==> src/rtl/conv_encoder_framer.sv <==
// Rate-1/2, K=3 convolutional encoder with frame control and zero-tail termination.
// Symbols leave through a single registered slot that holds steady under backpressure.
module conv_encoder_framer #(
  parameter int unsigned FRAME_LEN = 16,
  parameter logic [2:0]  G0        = 3'b111,
  parameter logic [2:0]  G1        = 3'b101
) (
  input  logic       i_clk,
  input  logic       i_rst,
  input  logic       i_start,
  input  logic       i_bit,
  input  logic       i_valid,
  output logic       o_ready,
  output logic [1:0] o_sym,
  output logic       o_sym_valid,
  input  logic       i_sym_ready,
  output logic       o_tail,
  output logic       o_frame_done,
  output logic       o_busy
);
  // state | meaning
  // IDLE  | waiting for i_start, output slot may still drain
  // DATA  | accepting FRAME_LEN payload bits
  // TAIL  | flushing two zero bits to return the trellis to state 0
  typedef enum logic [1:0] {IDLE, DATA, TAIL} state_t;

  localparam int unsigned   CW       = $clog2(FRAME_LEN + 1);
  localparam logic [CW-1:0] LAST_BIT = CW'(FRAME_LEN - 1);

  state_t        state, state_nxt;
  logic [1:0]    sr;
  logic [CW-1:0] bit_cnt;
  logic          tail_cnt;
  logic          free, accept, tail_load, load, u, last_tail;
  logic [2:0]    taps;

  always_comb begin
    free      = !o_sym_valid || i_sym_ready;
    o_ready   = 1'b0;
    accept    = 1'b0;
    tail_load = 1'b0;
    state_nxt = state;
    case (state)
      IDLE: if (i_start) state_nxt = DATA;
      DATA: begin
        o_ready = free;
        accept  = i_valid && free;
        if (accept && bit_cnt == LAST_BIT) state_nxt = TAIL;
      end
      TAIL: begin
        tail_load = free;
        if (free && tail_cnt) state_nxt = IDLE;
      end
      default: state_nxt = IDLE;
    endcase
  end

  assign load      = accept || tail_load;
  assign u         = accept && i_bit;
  assign taps      = {u, sr};
  assign last_tail = tail_load && tail_cnt;
  assign o_busy    = (state != IDLE) || o_sym_valid;

  always_ff @(posedge i_clk) begin
    if (i_rst) state <= IDLE;
    else       state <= state_nxt;
  end

  always_ff @(posedge i_clk) begin
    if (i_rst) begin
      sr           <= 2'b00;
      bit_cnt      <= '0;
      tail_cnt     <= 1'b0;
      o_sym        <= 2'b00;
      o_sym_valid  <= 1'b0;
      o_tail       <= 1'b0;
      o_frame_done <= 1'b0;
    end else begin
      o_frame_done <= last_tail;
      if (state == IDLE && i_start) begin
        sr      <= 2'b00;
        bit_cnt <= '0;
      end
      if (accept) begin
        bit_cnt <= bit_cnt + 1'b1;
        if (bit_cnt == LAST_BIT) tail_cnt <= 1'b0;
      end
      // one-bit tail counter returns to 0 after the second tail symbol
      if (tail_load) tail_cnt <= ~tail_cnt;
      if (load) begin
        o_sym       <= {^(G0 & taps), ^(G1 & taps)};
        o_tail      <= tail_load;
        o_sym_valid <= 1'b1;
        sr          <= {u, sr[1]};
      end else if (o_sym_valid && i_sym_ready) begin
        o_sym_valid <= 1'b0;
      end
    end
  end
endmodule

==> config.mk <==
export PLATFORM = sky130hd
export DESIGN_NAME = conv_encoder_framer
export DESIGN_NICKNAME = d
export VERILOG_FILES = /design/src/rtl/conv_encoder_framer.sv
export SDC_FILE = /design/constraint.sdc
export NUM_CORES = 1
export LEC_CHECK = 0
export ABC_AREA = 1
export BUFFER_PORTS_ARGS = -buffer_cell sky130_fd_sc_hd__buf_2
export CELL_PAD_IN_SITES_DETAIL_PLACEMENT = 2
export CELL_PAD_IN_SITES_GLOBAL_PLACEMENT = 2
export CORE_MARGIN = 3
export CORE_UTILIZATION = 28
export CTS_BUF_LIST = sky130_fd_sc_hd__clkbuf_4 sky130_fd_sc_hd__clkbuf_8
export DETAILED_ROUTE_END_ITERATION = 12
export GPL_ROUTABILITY_DRIVEN = 0
export PLACE_DENSITY = 0.84
export SETUP_SLACK_MARGIN = 0.4
export SYNTH_ARGS = -nofsm -noshare
export SYNTH_HDL_FRONTEND = slang
export SYNTH_SLANG_ARGS = --single-unit
==> constraint.sdc <==
create_clock -name i_clk -period 1.3 [get_ports i_clk]
set_input_delay 0.195 -clock i_clk [delete_from_list [all_inputs] [get_ports i_clk]]
set_output_delay 0.195 -clock i_clk [all_outputs]
set_load 0.1 [all_outputs]
# Word level (Yosys, flattened, before mapping)
# Index checks and enable logic that the tools add are counted.
[totals]
ff_bits = 15
inputBits = 6
out_inout_bits = 7
wordCells = 54
[classes]
addsub = 1
eq_ne = 6
muxes = 16
bitwise_logic = 1
n_reduce_logical = 22
[ops]
columns = ["operator", "count"]
rows = [
  ["$reduce_bool A2 Y1", 6],
  ["$mux W2", 5],
  ["$mux W5", 2],
  ["$mux W1", 8],
  ["$logic_and A1 B1 Y1", 7],
  ["$ne A2 B2 Y1 const B", 3],
  ["$pmux W2 S3", 1],
  ["$reduce_xor A3 Y1", 2],
  ["$add A5 B1 Y5 const B", 1],
  ["$eq A5 B4 Y1 const B", 1],
  ["$logic_or A1 B1 Y1", 3],
  ["$reduce_and A3 Y1", 1],
  ["$eq A2 B1 Y1 const B", 1],
  ["$eq A2 B2 Y1 const B", 1],
  ["$logic_not A2 Y1", 1],
  ["$reduce_and A2 Y1", 1],
  ["$logic_not A1 Y1", 1],
  ["$not A1 Y1", 1],
]

# Depth between registers and ports, before layout
[depth]
ltp_word = 6
ltp_mapped = 8
depth_no_buf = 8

# Least setup slack after synthesis
# No wires, ideal clock.
[synth_path]
kind = "register to output"
start = "register o_sym_valid"
end = "output port o_ready"
arrival_ps = 2317
required_ps = 1105
slack_ps = -1212
stages_incl_launch_ff = 4
path_buffers = 0
path_cell_list = "dfxtp_1 > nand2_2 > inv_1 > nor2_1"
[synth_between]
elab_chain_len = 3
[synth_rtl]
columns = ["element", "line", "rtl"]
rows = [
  ["start: declaration", "15", "output logic o_sym_valid,"],
  ["start signal: assignment", "75", "o_sym_valid <= 1'b0;"],
  ["start signal: assignment", "93", "o_sym_valid <= 1'b1;"],
  ["start signal: assignment", "96", "o_sym_valid <= 1'b0;"],
  ["$logic_not A1 Y1", "38", "free = !o_sym_valid || i_sym_ready;"],
  ["$logic_or A1 B1 Y1", "38", ""],
  ["$mux W1", "43", "case (state)"],
  ["end: declaration", "13", "output logic o_ready,"],
]
# No other way between the ends.

# Worst setup path after layout
[layout_path]
start = "register state[0]"
end = "output port o_ready"
[layout_between]
elab_chain_len = 2
[layout_rtl]
columns = ["element", "line", "rtl"]
rows = [
  ["start: declaration", "30", "state_t state, state_nxt;"],
  ["start signal: assignment", "66", "else state <= state_nxt;"],
  ["$eq A2 B1 Y1", "43", ""],
  ["$mux W1", "43", ""],
]
# No other way between the ends.

==> run metrics <==
drt drc=0; PD cells=878 nW/um2; DR WL/cell=16.7 um; clock slew at reported path FFs=0.10 ns; clock buffer depth=2; Clk pwr share=0.278; post-route ant nets=0; Routed WL=2.71 mm; Final Hold Viols=0; CTS tree=done; root buffer cell=clkbuf_4; Cells after DPL=147; RSZ-0062 raised after global routing=true; # nets final=141; Net Switching=385 uW; first drt pass iteration count=4; Placement Setup Slack=-0.0455 ns; Tcrit/Tclk final=1.05; max cap viols=0; Hold Startpoint=i_rst; outcome=finished with violations; CTS Buf Count=3; Vias/cell=4.86; Buffers on Ports=12; aggregate global-route resource usage=0.183; DP Wirelength=1.80 mm; logic gate share of total power=0.289; Hold Path Stages=3; number of flops mapped to enable cells by yosys=0; CORE AREA=2520 um2; hold buffers post-CTS=0; FP Rows=18; synth warn=0; Reg2Reg Depth=6; n_diodes=0; Die Height=58.0 um; htree depth=1; # clock sinks=15; reg2reg start=bit_cnt[0]$_SDFFE_PP0P_; vias in the first global route=896; Crit Path Class=register to primary output; max-slew violations=0; post-synthesis sequential area ratio=0.396; Seq pwr share=0.433; setup violators final=4; Max Freq=0.730 GHz; largest net degree at the start of global routing=11; Switching Fraction=0.345; Netlist Area Pre-Place=758 um2; Max-slew headroom=0.749; DIE AREA=3370 um2; IO Pins=13; Post-Syn Nets=111; Max VDD drop=0.769 mV; failing checks=negative setup slack; Synth Flop Type=dfxtp_1; grt ovf=0; Setup TNS=-0.130 ns; syn_area_per_cell=7.36 um2; Syn-to-layout area delta=67.7%; critical path launch point type=register; Int Power=732 uW; Leakage=0.000529 uW; initial drt markers=7; Cells after Synth=103; first-pass GRT wire length=4.54 mm; Reg2Reg Setup Slack=-0.02 ns; final core utilization=0.504; Finished Layout Cells=162; crit path time final=1.37 ns; RR Endpoint=bit_cnt[4]$_SDFFE_PP0P_; WP data required=1.11 ns; Hold Crit Class=input port to register; Netlist cell types=23; clk_lat worst skew=0.30 ns; via count=787; Crit. End Element=primary output; Filler cells=276; initial antenna violation count=0; Critical Path AT=1.18 ns; slack of the critical path=-0.0704 ns; Die W=58.0 um; Worst Max-Slew Pin Slew=0.376 ns; skew final=0.00561 ns; CP max FO=3; #FFs+latches synth=15; hold path endpoint=state[1]$_SDFFE_PP0P_; Hold Slack=0.239 ns; ys async rst share=0; share of layout cells above drive strength 1=0.545; starting density of the core=0.301
state kept, by name, indices dropped and copies added, names as in the netlist:
register / cells
o_sym: 2
o_sym_valid: 1
tail_cnt: 1
sr: 2
o_frame_done: 1
state: 2
o_tail: 1
bit_cnt: 5
area by class of cell:
| class | count | area, um2 | share of cell area |
|---|---|---|---|
| clock buffer | 4 | 30.0 | 0.0236 |
| inverter | 18 | 75.1 | 0.0591 |
| multi-input combinational | 69 | 515 | 0.406 |
| sequential | 15 | 324 | 0.255 |
| tap | 30 | 37.5 | 0.0295 |
| timing repair buffer | 26 | 289 | 0.227 |
metrics by stage:
stage	power, uW	instance area (um2)
after floorplan	670	833
after CTS	1100	1190
after global placement	742	995
after global routing	1180	1270
final	1120	1270
after detailed placement	754	995
critical path, cell delays in order (launching register included):
cell,delay (ns)
dfxtp_4,0.39
inv_4,0.05
nor2_8,0.10
inv_4,0.05
nor2_4,0.10
buf_12,0.18
worst max path at each step:
stage | slack [ns] | from | end | cells past startpoint
finish | -0.07 | state[0]$_SDFFE_PP0P_ | o_ready | 5
global route | -0.13 | state[0]$_SDFFE_PP0P_ | o_ready | 5
CTS | -0.09 | state[0]$_SDFFE_PP0P_ | o_ready | 5
detailed placement | -0.05 | bit_cnt[1]$_SDFFE_PP0P_ | bit_cnt[4]$_SDFFE_PP0P_ | 6
global placement | 0.03 | bit_cnt[0]$_SDFFE_PP0P_ | bit_cnt[4]$_SDFFE_PP0P_ | 6
floorplan | 0.02 | state[1]$_SDFFE_PP0P_ | o_ready | 3
power groups by stage:
stage	combinational, uW	clock [uW]	sequential (uW)
after CTS	299	316	482
after global placement	248	0	494
after floorplan	137	0	533
after global routing	344	347	485
final	322	310	483
after detailed placement	258	0	496
metal layers:
| metal | share of wire | GRT usage | up-vias |
|---|---|---|---|
| li1 | - | - | 385 |
| met3 | 0.035 | 0.0557 | 2 |
| met2 | 0.55 | 0.337 | 13 |
| met4 | 0.0078 | 0.0397 | 0 |
| met1 | 0.41 | 0.205 | 387 |
| met5 | 0 | 0 | - |
Yosys cell counts, types with 2 or more instances:
cell      instances  share of area
nor2_1            4          0.020
nand2_1          25           0.12
nand3_1           7          0.046
nand4_1           4          0.033
dfxtp_1          15           0.40
ha_1              2          0.033
inv_1            12          0.059
inv_2             5          0.025
nand2_2           3          0.025
o21ai_1           2          0.013
a21oi_1          11          0.073
nand3b_1          2          0.020
logic make-up after synthesis:
logic type,Yosys count,share of synthesized area
buf+inv,19,0.0940
simple gates,51,0.356
compound gates,14,0.0974
flops,15,0.396
fa+ha+maj,2,0.0330
xor+xnor,2,0.0231
cells in the final DEF, fill, tap and decap left out, drive strengths merged:
cell | Yosys | routed
nand2 | 28 | 28
ha | 2 | 2
or2 | 2 | 2
o21ai | 2 | 2
nor2 | 7 | 7
nand4 | 4 | 4
a21oi | 12 | 12
clkinv | 1 | 1
inv | 17 | 17
xnor2 | 1 | 1
xor2 | 1 | 1
clkbuf | 1 | 4
buf | 0 | 26
nand3b | 2 | 2
dfxtp | 15 | 15
nand3 | 8 | 8
repair_timing:
action,CTS,global route
setup buffers,6,5
endpoints found under the hold margin,0,0
pin swaps,8,9
endpoints found under the setup margin,22,22
gates resized for setup,34,13
Power figures use the tool's default switching activity.
